## src/rtl/pool_pkg.sv

```systemverilog
// Shared definitions for the 2x2 / stride-2 pooling stage.
//
// Holds the default image geometry, the pooling mode encodings and the
// combine2() helper. Both the horizontal (pixel pair) and the vertical
// (row pair) stages of pool2x2_stream use combine2().
//
// combine2() works on CW-bit operands. Callers extend their samples to CW
// bits first, using sign or zero extension to match the signedness in use.
// Max mode then needs only a compare and a select. Sum mode is a plain CW-bit
// add, and the caller keeps only the bits it needs.
package pool_pkg;

   localparam int DEF_W  = 64;
   localparam int DEF_H  = 64;
   localparam int DEF_DW = 20;
   localparam int DEF_CH = 2;

   // Working width of combine2(); any storage width up to this fits.
   localparam int CW = 64;

   typedef enum logic {
      POOL_MAX = 1'b0,
      POOL_AVG = 1'b1
   } pool_mode_e;

   // Max of the two operands (signed or unsigned compare), or their sum.
   function automatic logic [CW-1:0] combine2(input logic [CW-1:0] a,
                                               input logic [CW-1:0] b,
                                               input pool_mode_e    mode,
                                               input logic          signed_en);
      logic          a_gt;
      logic [CW-1:0] r;
      if (signed_en) a_gt = ($signed(a) > $signed(b));
      else           a_gt = (a > b);
      r = a_gt ? a : b;
      if (mode == POOL_AVG) r = a + b;
      return r;
   endfunction

endpackage

```

## src/rtl/pool_linebuf.sv

```systemverilog
// Line buffer for pool2x2_stream: synchronous RAM with one write port and
// one read port.
//
// Ports:
//   clk      clock
//   wr_en    write strobe; mem[wr_addr] <= wr_data
//   wr_addr  write address
//   wr_data  write data
//   rd_en    read strobe; rd_data <= mem[rd_addr] on the next edge
//   rd_addr  read address
//   rd_data  registered read data; holds its value while rd_en is low
//
// The contents and the read register are not reset. The owner writes every
// entry before it reads it. When a read and a write hit the same address in
// one cycle, the read returns the old contents.
module pool_linebuf #(
   parameter int DEPTH = 64,
   parameter int WIDTH = 20,
   parameter int ABITS = (DEPTH > 1) ? $clog2(DEPTH) : 1
) (
   input  logic             clk,
   input  logic             wr_en,
   input  logic [ABITS-1:0] wr_addr,
   input  logic [WIDTH-1:0] wr_data,
   input  logic             rd_en,
   input  logic [ABITS-1:0] rd_addr,
   output logic [WIDTH-1:0] rd_data
);

   logic [WIDTH-1:0] mem [DEPTH];

   // Write and registered read. Nonblocking assignment gives read-first
   // behaviour when both ports hit the same address.
   always_ff @(posedge clk) begin
      if (wr_en) mem[wr_addr] <= wr_data;
      if (rd_en) rd_data <= mem[rd_addr];
   end

endmodule

```

## src/rtl/pool2x2_stream.sv

```systemverilog
// Streaming 2x2 / stride-2 pooling stage.
//
// Input is a raster-scan feature map. Channels are interleaved, with the
// channel index changing fastest. Output is the pooled map in raster order,
// with a layer-memory write address and a channel tag on each beat.
//
// Ports:
//   clk, reset            clock; asynchronous active-high reset
//   in_valid/in_ready     input handshake; in_ready = ~out_valid | out_ready
//   in_data, in_last      sample, and the end-of-frame marker
//   mode                  0 = max, 1 = rounded average (with POOL_AVG_EN)
//   out_valid/out_ready   output handshake
//   out_data/addr/ch      pooled sample, pooled pixel index, channel
//   out_last              final pooled beat of the frame
//   frame_done            pulse on the cycle after the out_last handshake
//   err                   sticky flag: in_last did not match the final beat
//
// Build option POOL_AVG_EN: enables average mode. hreg and the line buffer
// then widen to DW+2 bits to hold partial sums. Without it the design is max
// only and mode is ignored.
module pool2x2_stream
   import pool_pkg::*;
#(
   parameter int DW     = DEF_DW,
   parameter int W      = DEF_W,
   parameter int H      = DEF_H,
   parameter int CH     = DEF_CH,
   parameter int SIGNED = 0,
   parameter int AW     = 12
) (
   input  logic                                clk,
   input  logic                                reset,
   input  logic                                in_valid,
   output logic                                in_ready,
   input  logic [DW-1:0]                       in_data,
   input  logic                                in_last,
   input  logic                                mode,
   output logic                                out_valid,
   input  logic                                out_ready,
   output logic [DW-1:0]                       out_data,
   output logic [AW-1:0]                       out_addr,
   output logic [((CH > 1) ? $clog2(CH) : 1)-1:0] out_ch,
   output logic                                out_last,
   output logic                                frame_done,
   output logic                                err
);

`ifdef POOL_AVG_EN
   localparam int SW = DW + 2;
`else
   localparam int SW = DW;
`endif
   localparam int CHW  = (CH > 1) ? $clog2(CH) : 1;
   localparam int COLW = $clog2(W);
   localparam int ROWW = $clog2(H);
   localparam int PW   = W / 2;
   localparam int LBD  = PW * CH;
   localparam int LBAW = (LBD > 1) ? $clog2(LBD) : 1;
   localparam logic [CHW-1:0]  CH_MAX  = CHW'(CH - 1);
   localparam logic [COLW-1:0] COL_MAX = COLW'(W - 1);
   localparam logic [ROWW-1:0] ROW_MAX = ROWW'(H - 1);

   logic [CHW-1:0]  ch_cnt,  ch_nxt;
   logic [COLW-1:0] col_cnt, col_nxt;
   logic [ROWW-1:0] row_cnt, row_nxt;
   logic            accept, final_beat, at_origin, load_out;
   logic [SW-1:0]   hreg [CH];
   logic [SW-1:0]   lb_rd_data;
   logic [CW-1:0]   in_cw, h_cw, v_cw;
   logic [DW-1:0]   result;
   logic            unused_bits;
   pool_mode_e      mode_eff;

   // Line buffer slot for a (col, channel) position.
   function automatic logic [LBAW-1:0] lb_index(input logic [COLW-1:0] col,
                                                input logic [CHW-1:0]  ch);
      logic [31:0] v;
      v = 32'(col >> 1) * 32'(CH) + 32'(ch);
      return LBAW'(v);
   endfunction

   // Extends a stored value to the combine2() working width.
   function automatic logic [CW-1:0] to_cw(input logic [SW-1:0] v);
      if (SIGNED != 0) return CW'($signed(v));
      return CW'(v);
   endfunction

   assign in_ready   = ~out_valid | out_ready;
   assign accept     = in_valid & in_ready;
   assign at_origin  = (ch_cnt == '0) && (col_cnt == '0) && (row_cnt == '0);
   assign final_beat = (ch_cnt == CH_MAX) && (col_cnt == COL_MAX) && (row_cnt == ROW_MAX);
   assign load_out   = accept & row_cnt[0] & col_cnt[0];

   // Position of the beat after this one. Channel changes fastest, then
   // column, then row, and everything wraps after the last beat of a frame.
   // in_last is deliberately not used here.
   always_comb begin
      ch_nxt  = ch_cnt + CHW'(1);
      col_nxt = col_cnt;
      row_nxt = row_cnt;
      if (ch_cnt == CH_MAX) begin
         ch_nxt  = '0;
         col_nxt = col_cnt + COLW'(1);
         if (col_cnt == COL_MAX) begin
            col_nxt = '0;
            row_nxt = (row_cnt == ROW_MAX) ? '0 : row_cnt + ROWW'(1);
         end
      end
   end

   // The position counters move only on accepted beats.
   always_ff @(posedge clk or posedge reset) begin
      if (reset) begin
         ch_cnt  <= '0;
         col_cnt <= '0;
         row_cnt <= '0;
      end else if (accept) begin
         ch_cnt  <= ch_nxt;
         col_cnt <= col_nxt;
         row_cnt <= row_nxt;
      end
   end

`ifdef POOL_AVG_EN
   // Mode is captured on the first beat of a frame and held for the rest of
   // it, so a mid-frame toggle cannot mix max and average results.
   always_ff @(posedge clk or posedge reset) begin
      if (reset) mode_eff <= POOL_MAX;
      else if (accept && at_origin) mode_eff <= pool_mode_e'(mode);
   end
`else
   logic unused_mode;
   assign unused_mode = mode;
   assign mode_eff    = POOL_MAX;
`endif

   // Horizontal then vertical combine. h_cw merges the held even-column
   // sample with the current odd-column one. v_cw merges that result with the
   // row above, taken from the line buffer. An average is the 4-sample sum
   // with a rounding +2, keeping bits [DW+1:2].
   always_comb begin
      if (SIGNED != 0) in_cw = CW'($signed(in_data));
      else             in_cw = CW'(in_data);
      h_cw   = combine2(to_cw(hreg[ch_cnt]), in_cw, mode_eff, SIGNED != 0);
      v_cw   = combine2(h_cw, to_cw(lb_rd_data), mode_eff, SIGNED != 0);
      result = v_cw[DW-1:0];
`ifdef POOL_AVG_EN
      begin
         logic [CW-1:0] rnd;
         rnd = v_cw + CW'(2);
         if (mode_eff == POOL_AVG) result = rnd[DW+1:2];
         unused_bits = ^{rnd[CW-1:DW+2], rnd[1:0]};
      end
`else
      unused_bits = ^v_cw[CW-1:DW];
`endif
   end

   // Even-column samples wait here, one per channel, for their odd partner.
   always_ff @(posedge clk or posedge reset) begin
      if (reset) begin
         for (int i = 0; i < CH; i++) hreg[i] <= '0;
      end else if (accept && !col_cnt[0]) begin
         hreg[ch_cnt] <= in_cw[SW-1:0];
      end
   end

   // Even rows store their horizontal results. Reads are prefetched for the
   // next beat's slot on every accepted beat, so the data for an odd-row,
   // odd-column beat is already waiting when that beat arrives. The only
   // same-slot read/write overlap falls on an even-column beat, which does
   // not use the data, and the next prefetch re-reads the fresh value.
   pool_linebuf #(
      .DEPTH(LBD),
      .WIDTH(SW),
      .ABITS(LBAW)
   ) u_linebuf (
      .clk    (clk),
      .wr_en  (accept & ~row_cnt[0] & col_cnt[0]),
      .wr_addr(lb_index(col_cnt, ch_cnt)),
      .wr_data(h_cw[SW-1:0]),
      .rd_en  (accept),
      .rd_addr(lb_index(col_nxt, ch_nxt)),
      .rd_data(lb_rd_data)
   );

   // Output register. A new result may load in the same cycle the previous
   // one drains. Otherwise the payload holds until out_ready.
   always_ff @(posedge clk or posedge reset) begin
      if (reset) begin
         out_valid <= 1'b0;
         out_data  <= '0;
         out_addr  <= '0;
         out_ch    <= '0;
         out_last  <= 1'b0;
      end else if (load_out) begin
         out_valid <= 1'b1;
         out_data  <= result;
         out_addr  <= AW'(32'(row_cnt >> 1) * 32'(PW) + 32'(col_cnt >> 1));
         out_ch    <= ch_cnt;
         out_last  <= final_beat;
      end else if (out_ready) begin
         out_valid <= 1'b0;
      end
   end

   // Frame completion pulse, plus a sticky flag for any beat whose in_last
   // does not match the position count.
   always_ff @(posedge clk or posedge reset) begin
      if (reset) begin
         frame_done <= 1'b0;
         err        <= 1'b0;
      end else begin
         frame_done <= out_valid & out_ready & out_last;
         if (accept && (in_last != final_beat)) err <= 1'b1;
      end
   end

endmodule

```

## config.mk

```make
export PLATFORM = sky130hd
export DESIGN_NAME = pool2x2_stream
export DESIGN_NICKNAME = d
export VERILOG_FILES = /design/src/rtl/pool_pkg.sv /design/src/rtl/pool_linebuf.sv /design/src/rtl/pool2x2_stream.sv
export SDC_FILE = /design/constraint.sdc
export NUM_CORES = 2
export LEC_CHECK = 0
export CAP_MARGIN = 15
export CORE_ASPECT_RATIO = 2
export CORE_UTILIZATION = 38
export CTS_CLUSTER_SIZE = 24
export DETAILED_ROUTE_END_ITERATION = 12
export GPL_TIMING_DRIVEN = 0
export HOLD_SLACK_MARGIN = 0.05
export PLACE_DENSITY = 0.55
export SLEW_MARGIN = 15
export SYNTH_ARGS = -nofsm -noshare
export SYNTH_HDL_FRONTEND = slang
export SYNTH_SLANG_ARGS = --single-unit
```

## constraint.sdc

```tcl
create_clock -name clk -period 7.8 [get_ports clk]
set_clock_uncertainty 0.05 [all_clocks]
set_input_delay 1.17 -clock clk [delete_from_list [all_inputs] [get_ports clk]]
set_output_delay 1.17 -clock clk [all_outputs]
set_load 0.1 [all_outputs]
```

==> flow_metrics.py <==
metrics = {
    "outcome": {
        "status": "completed",
    },
    "detailed_routing": {
        "drc": 0,
        "wl_mm": 200,
        "wl_per_cell_um": 32.8,
        "via_per_inst": 5.71,
        "drt_pre_antenna_iters": 6,
        "drt_iter0_drc": 2946,
        "ant_nets": 0,
        "num_vias": 34800,
    },
    "synthesis": {
        "synth_top_area_frac": 0.664,
        "synth.area.top_cells": "edfxtp_1 (66%), mux2_2 (6.5%), mux2i_1 (4.1%)",
        "ys_async_sr_fraction": 0.0634,
        "synth_cell_type_count": 53,
        "ys_seq_area_frac": 0.701,
        "ys_dominant_reg_cell": "edfxtp_1",
        "syn_area_per_cell_sq_um": 15.8,
        "synth-seq-cells": 1388,
        "ys_warn_count": 0,
        "synthCells": 3715,
        "synth_area_sq_um": 58800,
        "synth_edf_count": 1300,
        "synth_most_common_cell": "edfxtp_1",
        "synth_common_cells": "edfxtp_1 (1300), mux2_2 (342), mux2i_1 (241)",
        "yosys.area.top_type": "edfxtp_1",
    },
    "clocking": {
        "cts_resized": 0,
        "cts_tree": "yes",
        "ctsHoldBuffers": 0,
        "clock_latency_ps": 750,
        "post_cts_buffers": 0,
        "htree_levels": 3,
        "cts_root_buffer": "clkbuf_16",
        "cts_sinks": 1388,
        "cts.clk_slew.worst_paths_ps": 70,
        "clock_path_buffers": 3,
        "numCtsBuffers": 115,
    },
    "worst_setup_path": {
        "r2r-end": "out_data[17]",
        "crit_path_max_incr_delay_ps": 470,
        "slowest_stage": "buf_2",
        "startpoint_type": "flop",
        "worstPathCellList": "buf_2 > buf_2 > buf_2 > buf_2 > mux2_2 > ha_1 > and4_1 > nor4bb_1 > a221o_1 > o31ai_1 > buf_4 > mux2i_1 > inv_2 > buf_12 > ha_1 > nand4_1 > nor2_1 > nand4_1 > o21bai_1 > a31oi_1 > or2_2 > clkbuf_1 > o221ai_1",
        "cp.required_ps": 8340,
        "crit_top_cell": "buf_2",
        "rrSetupSlack_ps": 570,
        "worst_setup_path_end_kind": "flop",
        "r2r_start": "ch_cnt",
        "reg2reg_depth": 23,
        "path_class": "reg -> reg",
        "critPathArrivalTime_ps": 7770,
        "path_max_fanout": 41,
    },
    "cells_and_area": {
        "multiInputGateArea_sq_um": 16700,
        "drive_above_1_share": 0.227,
        "ff_latch_area_sq_um": 41200,
        "fin_nets": 4008,
        "n_fill_cell": 13700,
        "area_delta_synth_final_pct": 14.5,
    },
    "global_routing": {
        "grt_start_max_net_pins": 66,
        "grt_usage": 0.255,
        "met3_usage": 0.0385,
        "grt_pass1_vias": 35700,
        "overflow": 0,
        "busiest_layer": "met2",
        "grt.met2_usage": 0.471,
        "grt_first_pass_wirelength_mm": 276,
        "antenna_found_initial": 6,
        "use_met1": 0.244,
    },
    "hold_path": {
        "hp-class": "reg -> reg",
        "min_path_cells": 1,
        "hp-start": "err",
        "hold_end": "err",
    },
    "sta": {
        "setup_viol": 0,
        "worstMarginPinSlew_ps": 1420,
        "post-route-period-util": 0.927,
        "slew_headroom": 0.0444,
        "finalHoldViolations": 0,
        "whs_ps": 412,
        "rsz0062_at_grt": "false",
        "timing.final.ws_setup_ps": 573,
        "max_freq_ghz": 0.138,
        "maxSlewViolCount": 0,
        "period_needed_ps": 7230,
    },
    "placement": {
        "port_buffers": 60,
        "gp_routability_congestion": 0.984,
        "dp_slack_ps": 602,
        "dp_hpwl_mm": 147,
    },
    "die": {
        "core_area_sq_um": 153000,
        "io_pins": 64,
        "dieArea_sq_um": 156000,
        "die_h_um": 558,
        "initial_core_util": 0.383,
        "die_w_um": 280,
        "std_cell_rows": 203,
    },
    "power_and_ir_drop": {
        "p_per_area_nw_per_um2": 477,
        "power_leakage_nw": 22.4,
        "ir_worst_vdd_mv": 0.226,
    },
    "job": {
        "cap_violations": 0,
    },
}
-- kinds of logic (layout without fill, tap and decap cells) --
group | Yosys count | in the layout | share of synthesized area
other | 1 | 7 | 0.0000637
AO/OA/AOI/OAI | 776 | 776 | 0.0842
XOR/XNOR | 10 | 10 | 0.00162
multiplexers | 683 | 683 | 0.145
flip-flops | 1388 | 1388 | 0.701
AND/OR/NAND/NOR | 493 | 493 | 0.0354
adder cells (fa/ha/maj) | 42 | 42 | 0.00893
buffers and inverters | 322 | 646 | 0.0241
-- routing by layer --
metal | routed length [um] | up-vias
met2 | 107000 | 1231
li1 | - | 15100
met1 | 63800 | 18000
met5 | 31 | -
met3 | 9760 | 472
met4 | 19500 | 4
-- registers in the layout (all words and copies together), names as in the netlist --
name	cells
frame_done	1
hreg	40
u_linebuf.rd_data	20
err	1
out_valid	1
out_ch	1
out_addr	10
row_cnt	6
col_cnt	6
out_data	20
u_linebuf.mem	1280
out_last	1
ch_cnt	1
-- worst max path at each step --
| stage | cells after the start | slack (ps) | start | to |
|---|---|---|---|---|
| final | 23 | 570 | ch_cnt | out_data[17] |
| after global placement | 22 | -680 | ch_cnt | out_data[18] |
| after floorplan | 22 | 2280 | ch_cnt | out_data[0] |
| after CTS | 23 | 590 | ch_cnt | out_data[15] |
| after detailed placement | 23 | 600 | ch_cnt | out_data[15] |
| after global routing | 23 | 220 | ch_cnt | out_data[18] |
-- cell usage in the layout (no fill, tap or decap), types with 14 or more instances in the layout --
master / instances
nand3_1: 15
a31oi_1: 22
mux2_2: 342
o221ai_1: 75
o22ai_1: 126
dfrtp_1: 88
o221a_2: 15
inv_4: 16
o21ai_0: 210
clkdlybuf4s50_1: 60
clkinv_2: 26
mux2i_1: 241
clkbuf_16: 117
clkbuf_1: 142
buf_4: 27
a22oi_1: 31
o32ai_1: 15
ha_1: 42
a21oi_1: 167
nor2_4: 50
mux4_2: 100
clkinv_1: 14
a2bb2oi_1: 30
inv_1: 44
nor3_1: 36
a22o_1: 15
nor2_1: 131
edfxtp_1: 1300
bufinv_16: 16
buf_2: 96
nor2_2: 15
buf_12: 18
nand2_1: 187
nand2b_1: 20
-- per-stage QoR --
step            util  TNS (ps)  instance area (sq um)  cells  total power, W
3_5_place_dp   0.413         0                  63400   5871          0.0259
3_3_place_gp   0.404    -13110                  62000   5826          0.0254
6_report       0.439         0                  67400   6095          0.0321
4_1_cts        0.439         0                  67300   6088          0.0320
2_1_floorplan      -         0                  58800   3716          0.0187
5_1_grt        0.439         0                  67300   6091          0.0328
-- layout make-up --
class | count | area share
clock inverter | 73 | 0.0124
buffer | 256 | 0.0174
timing repair buffer | 107 | 0.0216
multi-input combinational | 2006 | 0.248
tap | 2050 | 0.0381
clock buffer | 144 | 0.0460
inverter | 66 | 0.00427
sequential | 1388 | 0.612
antenna | 5 | 0.000186
-- worst max-delay path: cells and delay by family, from the launching register on --
kind	cells	cell delay, ps
buf+inv	8	2950
flops	1	320
simple gates	6	1060
compound gates	5	1240
fa+ha+maj	2	640
mux	2	760
-- where the power goes --
group / leakage, nW / total (W) / internal [W] / switching (W)
clock: 1.92 / 0.00615 / 0.00336 / 0.00279
sequential: 12.9 / 0.0101 / 0.00996 / 0.000145
combinational: 7.57 / 0.0158 / 0.00472 / 0.0111
(Power assumes the default switching activity.)
